File: config.mk
export PLATFORM = sky130hd
export DESIGN_NAME = chess_game_clock
export DESIGN_NICKNAME = d
export VERILOG_FILES = /design/src/rtl/chess_game_clock.sv
export SDC_FILE = /design/constraint.sdc
export NUM_CORES = 1
export LEC_CHECK = 0
export BUFFER_PORTS_ARGS = -buffer_cell sky130_fd_sc_hd__buf_4
export CAP_MARGIN = 0
export CORE_ASPECT_RATIO = 0.9
export CORE_UTILIZATION = 35
export DETAILED_ROUTE_END_ITERATION = 10
export GPL_ROUTABILITY_DRIVEN = 0
export PLACE_DENSITY = 0.47
export SLEW_MARGIN = 40
export SYNTH_ARGS = -nofsm -noshare
export SYNTH_HDL_FRONTEND = slang
export SYNTH_SLANG_ARGS = --single-unit
File: constraint.sdc
create_clock -name clock -period 6.2 [get_ports clock]
set_clock_uncertainty 0.1 [all_clocks]
set_input_delay 0.31 -clock clock [delete_from_list [all_inputs] [get_ports clock]]
set_output_delay 0.31 -clock clock [all_outputs]
set_load 0.1 [all_outputs]
File: src/rtl/chess_game_clock.sv
`timescale 1ns/1ps
// -----------------------------------------------------------------------------
// chess_game_clock
//
// Multi-player chess clock. Each player owns three BCD digits (M:TU). The
// active player's digits count down once per CLOCK_FREQ cycles while running.
// A Fischer increment is credited to the player who just moved, one second
// per cycle. A player reaching 0:00 raises its flag and freezes the game.
//
// Ports
//   clock        system clock
//   globalReset  asynchronous active-low reset
//   start        level: 1 = run, 0 = pause
//   moveDone     one-cycle pulse: active player finished a move
//   newGame      one-cycle synchronous pulse: reload all clocks, go idle
//   activePlayer index of the player whose clock is running
//   running      high while the game state is RUN
//   incBusy      high while an increment is being credited
//   flagFall     one-hot per player, set when that player reached 0:00
//   minsSeg      active-low {g..a} segments, player p in [7p+6:7p]
//   tensSeg      same layout, tens-of-seconds digit
//   unitsSeg     same layout, units-of-seconds digit
// -----------------------------------------------------------------------------
module chess_game_clock #(
    parameter int CLOCK_FREQ        = 50000000,
    parameter int PLAYERS           = 2,
    parameter int BASE_MINS         = 5,
    parameter int BASE_SECS         = 0,
    parameter int INCREMENT_SECONDS = 0
) (
    input  logic                       clock,
    input  logic                       globalReset,
    input  logic                       start,
    input  logic                       moveDone,
    input  logic                       newGame,
    output logic [$clog2(PLAYERS)-1:0] activePlayer,
    output logic                       running,
    output logic                       incBusy,
    output logic [PLAYERS-1:0]         flagFall,
    output logic [7*PLAYERS-1:0]       minsSeg,
    output logic [7*PLAYERS-1:0]       tensSeg,
    output logic [7*PLAYERS-1:0]       unitsSeg
);

    // Active-low seven-segment pattern {g,f,e,d,c,b,a} for one BCD digit.
    function automatic logic [6:0] seg7(input logic [3:0] d);
        logic [6:0] s;
        case (d)
            4'd0:    s = 7'b1000000;
            4'd1:    s = 7'b1111001;
            4'd2:    s = 7'b0100100;
            4'd3:    s = 7'b0110000;
            4'd4:    s = 7'b0011001;
            4'd5:    s = 7'b0010010;
            4'd6:    s = 7'b0000010;
            4'd7:    s = 7'b1111000;
            4'd8:    s = 7'b0000000;
            4'd9:    s = 7'b0010000;
            default: s = 7'b1111111;
        endcase
        return s;
    endfunction

    // Subtract one second from {M,T,U}; 0:00 stays at 0:00 so it can only flag.
    function automatic logic [11:0] bcd_dec(input logic [11:0] tv);
        logic [3:0] m;
        logic [3:0] t;
        logic [3:0] u;
        m = tv[11:8];
        t = tv[7:4];
        u = tv[3:0];
        if (tv == 12'h000) begin
            u = 4'd0;
        end else if (u != 4'd0) begin
            u = u - 4'd1;
        end else if (t != 4'd0) begin
            u = 4'd9;
            t = t - 4'd1;
        end else begin
            u = 4'd9;
            t = 4'd5;
            m = m - 4'd1;
        end
        return {m, t, u};
    endfunction

    // Add one second to {M,T,U}, saturating at 9:59.
    function automatic logic [11:0] bcd_inc_sat(input logic [11:0] tv);
        logic [3:0] m;
        logic [3:0] t;
        logic [3:0] u;
        m = tv[11:8];
        t = tv[7:4];
        u = tv[3:0];
        if (tv == 12'h959) begin
            u = 4'd9;
        end else if (u != 4'd9) begin
            u = u + 4'd1;
        end else if (t != 4'd5) begin
            u = 4'd0;
            t = t + 4'd1;
        end else begin
            u = 4'd0;
            t = 4'd0;
            m = m + 4'd1;
        end
        return {m, t, u};
    endfunction

    localparam int              PW          = $clog2(PLAYERS);
    localparam int              PRW         = $clog2(CLOCK_FREQ);
    localparam logic [PRW-1:0]  PRESC_LAST  = PRW'(CLOCK_FREQ - 1);
    localparam logic [PW-1:0]   LAST_PLAYER = PW'(PLAYERS - 1);
    localparam logic [5:0]      INC_LOAD    = 6'(INCREMENT_SECONDS);
    localparam logic [3:0]      BASE_M      = 4'(BASE_MINS);
    localparam logic [3:0]      BASE_T      = 4'(BASE_SECS / 10);
    localparam logic [3:0]      BASE_U      = 4'(BASE_SECS % 10);
    localparam logic [6:0]      SEG_BASE_M  = seg7(BASE_M);
    localparam logic [6:0]      SEG_BASE_T  = seg7(BASE_T);
    localparam logic [6:0]      SEG_BASE_U  = seg7(BASE_U);

    typedef enum logic [1:0] {
        ST_IDLE    = 2'd0,
        ST_RUN     = 2'd1,
        ST_PAUSED  = 2'd2,
        ST_FLAGGED = 2'd3
    } state_t;

    state_t               state_q, state_d;
    logic [PRW-1:0]       presc_q, presc_d;
    logic [PW-1:0]        active_q, active_d;
    logic [PLAYERS-1:0]   flag_q, flag_d;
    logic                 inc_busy_q, inc_busy_d;
    logic [5:0]           inc_cnt_q, inc_cnt_d;
    logic [PW-1:0]        inc_player_q, inc_player_d;
    logic                 running_q, running_d;
    logic [3:0]           mins_q  [PLAYERS];
    logic [3:0]           mins_d  [PLAYERS];
    logic [3:0]           tens_q  [PLAYERS];
    logic [3:0]           tens_d  [PLAYERS];
    logic [3:0]           units_q [PLAYERS];
    logic [3:0]           units_d [PLAYERS];
    logic [7*PLAYERS-1:0] mins_seg_q, mins_seg_d;
    logic [7*PLAYERS-1:0] tens_seg_q, tens_seg_d;
    logic [7*PLAYERS-1:0] units_seg_q, units_seg_d;

    logic                 tick_s;
    logic                 expire_s;
    logic                 accept_s;
    logic [11:0]          active_time_s;
    logic [11:0]          dec_time_s;

    // Next-state logic: game FSM, prescaler, countdown, move handling, increment.
    always_comb begin
        state_d      = state_q;
        presc_d      = presc_q;
        active_d     = active_q;
        flag_d       = flag_q;
        inc_busy_d   = inc_busy_q;
        inc_cnt_d    = inc_cnt_q;
        inc_player_d = inc_player_q;
        for (int p = 0; p < PLAYERS; p++) begin
            mins_d[p]  = mins_q[p];
            tens_d[p]  = tens_q[p];
            units_d[p] = units_q[p];
        end

        tick_s        = (state_q == ST_RUN) && (presc_q == PRESC_LAST);
        active_time_s = 12'h000;
        for (int p = 0; p < PLAYERS; p++) begin
            active_time_s = (PW'(p) == active_q) ? {mins_q[p], tens_q[p], units_q[p]}
                                                 : active_time_s;
        end
        dec_time_s = bcd_dec(active_time_s);
        // A tick that lands on 0:00 wins over a move in the same cycle.
        expire_s   = tick_s && (dec_time_s == 12'h000);
        accept_s   = (state_q == ST_RUN) && moveDone && !inc_busy_q && !expire_s;

        if (newGame) begin
            state_d      = ST_IDLE;
            presc_d      = '0;
            active_d     = '0;
            flag_d       = '0;
            inc_busy_d   = 1'b0;
            inc_cnt_d    = 6'd0;
            inc_player_d = '0;
            for (int p = 0; p < PLAYERS; p++) begin
                mins_d[p]  = BASE_M;
                tens_d[p]  = BASE_T;
                units_d[p] = BASE_U;
            end
        end else begin
            case (state_q)
                ST_IDLE:    state_d = start ? ST_RUN : ST_IDLE;
                ST_RUN: begin
                    if (expire_s) begin
                        state_d = ST_FLAGGED;
                    end else if (!start) begin
                        state_d = ST_PAUSED;
                    end else begin
                        state_d = ST_RUN;
                    end
                end
                ST_PAUSED:  state_d = start ? ST_RUN : ST_PAUSED;
                ST_FLAGGED: state_d = ST_FLAGGED;
                default:    state_d = ST_IDLE;
            endcase

            // Prescaler only advances in RUN; its count survives a pause.
            if (state_q == ST_RUN) begin
                if (tick_s || accept_s) begin
                    presc_d = '0;
                end else begin
                    presc_d = presc_q + PRW'(1);
                end
            end else begin
                presc_d = presc_q;
            end

            // Countdown of the (pre-move) active player.
            if (tick_s) begin
                for (int p = 0; p < PLAYERS; p++) begin
                    if (PW'(p) == active_q) begin
                        {mins_d[p], tens_d[p], units_d[p]} = dec_time_s;
                        flag_d[p] = flag_q[p] | expire_s;
                    end else begin
                        flag_d[p] = flag_q[p];
                    end
                end
            end else begin
                flag_d = flag_q;
            end

            if (accept_s) begin
                active_d = (active_q == LAST_PLAYER) ? '0 : active_q + PW'(1);
                if (INCREMENT_SECONDS > 0) begin
                    inc_player_d = active_q;
                    inc_busy_d   = 1'b1;
                    inc_cnt_d    = INC_LOAD;
                end else begin
                    inc_busy_d   = 1'b0;
                end
            end else begin
                active_d = active_q;
            end

            // Increment crediting; discarded when the game flags. It builds on
            // the post-tick digits so both updates compose in one cycle.
            if (expire_s) begin
                inc_busy_d = 1'b0;
                inc_cnt_d  = 6'd0;
            end else if (inc_busy_q) begin
                for (int p = 0; p < PLAYERS; p++) begin
                    if (PW'(p) == inc_player_q) begin
                        {mins_d[p], tens_d[p], units_d[p]} =
                            bcd_inc_sat({mins_d[p], tens_d[p], units_d[p]});
                    end else begin
                        units_d[p] = units_d[p];
                    end
                end
                inc_cnt_d  = inc_cnt_q - 6'd1;
                inc_busy_d = (inc_cnt_q != 6'd1);
            end else begin
                inc_cnt_d = inc_cnt_d;
            end
        end
    end

    // Output staging: running follows the next state, segments follow digits.
    always_comb begin
        running_d   = (state_d == ST_RUN);
        mins_seg_d  = '1;
        tens_seg_d  = '1;
        units_seg_d = '1;
        for (int p = 0; p < PLAYERS; p++) begin
            mins_seg_d[7*p +: 7]  = seg7(mins_q[p]);
            tens_seg_d[7*p +: 7]  = seg7(tens_q[p]);
            units_seg_d[7*p +: 7] = seg7(units_q[p]);
        end
    end

    // State and output registers with asynchronous reset to the base position.
    always_ff @(posedge clock or negedge globalReset) begin
        if (!globalReset) begin
            state_q      <= ST_IDLE;
            presc_q      <= '0;
            active_q     <= '0;
            flag_q       <= '0;
            inc_busy_q   <= 1'b0;
            inc_cnt_q    <= 6'd0;
            inc_player_q <= '0;
            running_q    <= 1'b0;
            for (int p = 0; p < PLAYERS; p++) begin
                mins_q[p]  <= BASE_M;
                tens_q[p]  <= BASE_T;
                units_q[p] <= BASE_U;
            end
            mins_seg_q   <= {PLAYERS{SEG_BASE_M}};
            tens_seg_q   <= {PLAYERS{SEG_BASE_T}};
            units_seg_q  <= {PLAYERS{SEG_BASE_U}};
        end else begin
            state_q      <= state_d;
            presc_q      <= presc_d;
            active_q     <= active_d;
            flag_q       <= flag_d;
            inc_busy_q   <= inc_busy_d;
            inc_cnt_q    <= inc_cnt_d;
            inc_player_q <= inc_player_d;
            running_q    <= running_d;
            for (int p = 0; p < PLAYERS; p++) begin
                mins_q[p]  <= mins_d[p];
                tens_q[p]  <= tens_d[p];
                units_q[p] <= units_d[p];
            end
            mins_seg_q   <= mins_seg_d;
            tens_seg_q   <= tens_seg_d;
            units_seg_q  <= units_seg_d;
        end
    end

    assign activePlayer = active_q;
    assign running      = running_q;
    assign incBusy      = inc_busy_q;
    assign flagFall     = flag_q;
    assign minsSeg      = mins_seg_q;
    assign tensSeg      = tens_seg_q;
    assign unitsSeg     = units_seg_q;

endmodule

* Yosys cells after proc, flatten, opt, wreduce, memory -nomap -nowiden
Memories as Yosys holds them, arrays and structs flattened. A register that Yosys moved wholly into a read port is not among the register bits.
Cells that the tools add are included.
** Word-level totals
- Bits of input ports :: 5
- Register bits after elaboration :: 63
- Memories :: 6
- Memory bits (read-only) :: 672
** Memories
- (name not given) :: depth 16, bits a word 7, read ports 1, clocked after Yosys merged registers in 1, wr ports 0, RTL line 48 : case (d)
- (name not given) :: depth 16, bits a word 7, read ports 1, clocked after Yosys merged registers in 1, wr ports 0, RTL line 48
- (name not given) :: depth 16, bits a word 7, read ports 1, clocked after Yosys merged registers in 1, wr ports 0, RTL line 48
- (name not given) :: depth 16, bits a word 7, read ports 1, clocked after Yosys merged registers in 1, wr ports 0, RTL line 48
- (name not given) :: depth 16, bits a word 7, read ports 1, clocked after Yosys merged registers in 1, wr ports 0, RTL line 48
- (name not given) :: depth 16, bits a word 7, read ports 1, clocked after Yosys merged registers in 1, wr ports 0, RTL line 48
** Cells by class
- Add/subtract/negate cells :: 9
- Equality and inequality tests :: 10
- Bitwise gates (word level) :: 2
- Reduce and logical (&&, ||, !) cells :: 26
- Multiplexer cells :: 59
** Operator list (number)
- $mux W8 :: 15
- $mux W4 :: 22
- $mux W26 :: 3
- $add A26 B1 Y26 const B :: 1
- $eq A26 B26 Y1 const B :: 1
- $logic_not A12 Y1 :: 2
- $mux W6 :: 3
- $add A4 B1 Y4 const B :: 3
- $eq A12 B12 Y1 const B :: 1
- $mux W12 :: 1
- $sub A4 B1 Y4 const B :: 3
- $mux W2 :: 5
- $mux W1 :: 9
- $logic_not A1 Y1 :: 8
- $pmux W2 S4 :: 1
- $reduce_bool A2 Y1 :: 4
- $reduce_bool A4 Y1 :: 2
- $ne A6 B1 Y1 const B :: 1
- $sub A6 B1 Y6 const B :: 1
- $logic_and A1 B1 Y1 :: 5
- $eq A2 B1 Y1 const B :: 2
- $eq A2 B2 Y1 const B :: 2
- $ne A4 B3 Y1 const B :: 1
- $ne A4 B4 Y1 const B :: 1
- other kinds (7) :: 9

* Longest topological paths before layout
- Word-level depth :: 15
- Depth in mapped cells :: 15
- Depth with buffers taken out :: 12

* Least setup slack after synthesis
No wires, ideal clock.
- Path kind :: register to register
- Start :: register active_q (netlist: activePlayer)
- End :: register mins_q[5] (netlist name)
- Path buffers :: 4
- Path slack :: 1952 ps
- Clock period less this slack :: 4248 ps
- Data arrival time :: 4023 ps
- Stages on the path, launching flop included :: 15
- Cells stage by stage :: dfrtp_1 buf_4 buf_6 buf_4 buf_2 mux2i_1 ha_1 o21ai_1 nor4_1 or3_1 nand2_1 ha_1 nand3_1 nor4_2 mux2_4
** RTL lines
- start: declaration :: RTL line 131 : logic [PW-1:0] active_q, active_d;
- start signal: assignment :: RTL line 304 : active_q <= active_d;
- end signal: indexed assignment :: RTL line 311 : mins_q[p] <= mins_d[p];
- end: declaration :: RTL line 137 : logic [3:0] mins_q [PLAYERS];

==> flow_summary.yaml <==
run_status:
  status: "finished, final reports clean"
clocking:
  cts_tree: "built"
  path_clk_slew_ns: 0.08
  cts_made_buffers: 9
  post_cts_buffers: 0
  hold_buffers: 1
  cts_sinks: 105
  clkLatencyLatePin_ns: 0.36
  cts_root_buffer: "clkbuf_16"
  cts_buffer_depth: 2
  cts_resized: 0
  cts_max_level: 3
detailed_routing:
  wl_per_cell_um: 15.9
  vias: 5273
  drtIter0Drc: 258
  wl_um: 15800
  drc: 0
  ant_nets: 0
  viasPerCell: 5.30
  drt_pass1_iterations: 5
placed_design:
  postPlaceCellArea_sq_um: 7010
  dp_hpwl_um: 11300
  port_buffers: 51
  dp.cells: 978
cells_and_area:
  antenna_cells: 0
  nets: 796
  area_delta_synth_final_pct: 13.8
  drive_above_1_share: 0.158
  design_area_sq_um: 7350
  instances_no_fill: 995
  n_fill_cell: 1783
synth:
  synth_area_leaders: "dfrtp_1, ha_1, o21ai_0"
  synth_cell_types: 75
  ys_top_cells_by_count: "dfrtp_1, nor2_1, nand2_1"
  synthFlopType: "dfrtp_1"
  avgSynthCellArea_sq_um: 8.93
  ys_seq_area_frac: 0.409
  synth.cell_area_sq_um: 6450
  synth_largest_area_cell: "dfrtp_1"
  syn_nets: 769
  synth_most_common_cell: "dfrtp_1"
  yosysWarnings: 0
  synth_seq_cells: 105
  synth_top_area_frac: 0.361
  synth_edf_count: 0
  postSynthCellCount: 723
  synth_async_sr_flop_share: 1.00
pwr:
  p_leak_nw: 3.21
  vdd_drop_max_v: 0.000122
  power_density_nw_per_um2: 196
sta:
  setup-violations-final: 0
  tns_ns: 0
  slew_headroom: 0.447
  drv_slew: 0
  post-route-min-period_ns: 3.95
  hold_violations: 0
  max_freq_mhz: 253
  fin_crit_sh: 0.637
  rsz0062_at_grt: "false"
  whs_ns: 0.0350
  worst_slew_pin_slew_ns: 0.824
worst_setup_path:
  max_stage_delay_ns: 0.54
  critPathCaptureType: "register"
  critPathArrivalTime_ns: 4.09
  crit_top_cell: "ha_1"
  cpMaxStageDelayCell: "a21boi_0"
  path_class: "reg -> reg"
  worstPathMaxFanout: 40
  path_cells: "buf_4, mux2_2, inv_1, ha_1, o21ai_1, o311ai_0, a21boi_0, ha_1, o211ai_1, nor4_2, mux2_4"
  cp-start-kind: "register"
  cp.required_ns: 6.34
floorplanning:
  start_util: 0.362
  die_h_um: 131
  dieArea_sq_um: 19000
  row_count: 46
  core_area_sq_um: 17800
  fp.dieW_um: 145
  ioPinCount: 52
global_routing:
  grt_pass1_vias: 5113
  grt-ovfl-total: 0
  grt_max_degree: 57
  antenna_found_initial: 0
  grt_pass1_wl_um: 26300
  track_usage: 0.174
flow_run:
  drv_cap: 0
worst_hold_path:
  min_path_type: "in -> reg"
==> cells in the final DEF (no fill, tap or decap), drive strengths merged, types with 6 or more instances in the layout <==
master / synthesis / routed
nor3: 19 / 19
nor2b: 6 / 6
or3: 6 / 6
nand2: 66 / 66
xnor2: 9 / 9
and3: 9 / 9
dfstp: 12 / 12
nand3: 17 / 17
o31ai: 14 / 14
or2: 9 / 9
inv: 36 / 38
nor4: 12 / 12
dfrtp: 93 / 93
clkbuf: 32 / 9
a21oi: 43 / 43
ha: 41 / 41
mux2: 7 / 7
xor2: 7 / 7
buf: 9 / 56
nand4: 8 / 8
a211oi: 7 / 7
mux2i: 12 / 12
o21ai: 69 / 69
nor2: 82 / 82
a31oi: 23 / 23
==> critical path: cells and delay by family (launching register included) <==
kind / cells / cell delay [ns]
flip-flops: 1 / 0.40
adder cells (fa/ha/maj): 2 / 0.59
AO/OA/AOI/OAI: 4 / 1.27
AND/OR/NAND/NOR: 1 / 0.40
buffers and inverters: 2 / 0.47
multiplexers: 2 / 0.59
==> power breakdown <==
| group | total (mW) | internal [mW] | switching [mW] |
|---|---|---|---|
| Clock | 0.634 | 0.358 | 0.276 |
| Sequential | 0.695 | 0.690 | 0.00461 |
| Combinational | 0.111 | 0.0272 | 0.0839 |
==> routing by layer <==
metal / vias up / part of all wire / track usage
met5: - / 0 / 0
met3: 18 / 0.033 / 0.0316
met4: 0 / 0.020 / 0.0625
li1: 2630 / - / -
met1: 2537 / 0.48 / 0.221
met2: 88 / 0.47 / 0.300
==> flip-flops by register name (all words and copies together), names as in the netlist <==
signal / count
activePlayer: 1
flagFall: 2
incBusy: 1
inc_cnt_q: 6
minsSeg: 14
mins_q: 8
presc_q: 26
running: 1
state_q: 2
tensSeg: 14
tens_q: 8
unitsSeg: 14
units_q: 8
==> metrics by stage <==
| stage | utilization | power [mW] | setup WS, ns |
|---|---|---|---|
| floorplan | - | 0.783 | 1.95 |
| global placement | 0.392 | 0.820 | 2.48 |
| detailed placement | 0.393 | 0.820 | 2.32 |
| CTS | 0.412 | 1.46 | 2.31 |
| global route | 0.412 | 1.49 | 1.95 |
| finish | 0.412 | 1.44 | 2.25 |
==> layout make-up <==
| class | count | area (sq um) | share of cell area |
|---|---|---|---|
| Multi-Input combinational cell | 541 | 3510 | 0.478 |
| Sequential cell | 105 | 2640 | 0.360 |
| Timing Repair Buffer | 57 | 430 | 0.0586 |
| Tap cell | 240 | 300 | 0.0409 |
| Clock buffer | 9 | 225 | 0.0307 |
| Inverter | 36 | 135 | 0.0184 |
| Clock inverter | 7 | 103 | 0.0140 |
==> kinds of logic (layout without fill, tap and decap cells) <==
kind of cell	after synthesis	count (layout)	synth area share
simple gates	271	271	0.222
mux	19	19	0.0314
fa+ha+maj	41	41	0.0795
compound gates	194	194	0.187
buf+inv	77	109	0.0492
flops	105	105	0.409
xor+xnor	16	16	0.0217
==> worst paths after layout <==
check | start | to | slack, ns | cells past startpoint
max | activePlayer | mins_q[5] | 2.25 | 11
max in group asynchronous | globalReset | unitsSeg[3] | 4.44 | 3
max reg2reg | activePlayer | mins_q[5] | 2.25 | 11
min reg2reg | presc_q[22] | presc_q[22] | 0.40 | 1
min in group asynchronous | globalReset | tensSeg[9] | 0.42 | 2
min | start | state_q[1] | 0.04 | 2
No activity file was read; power rests on OpenSTA's default activity.
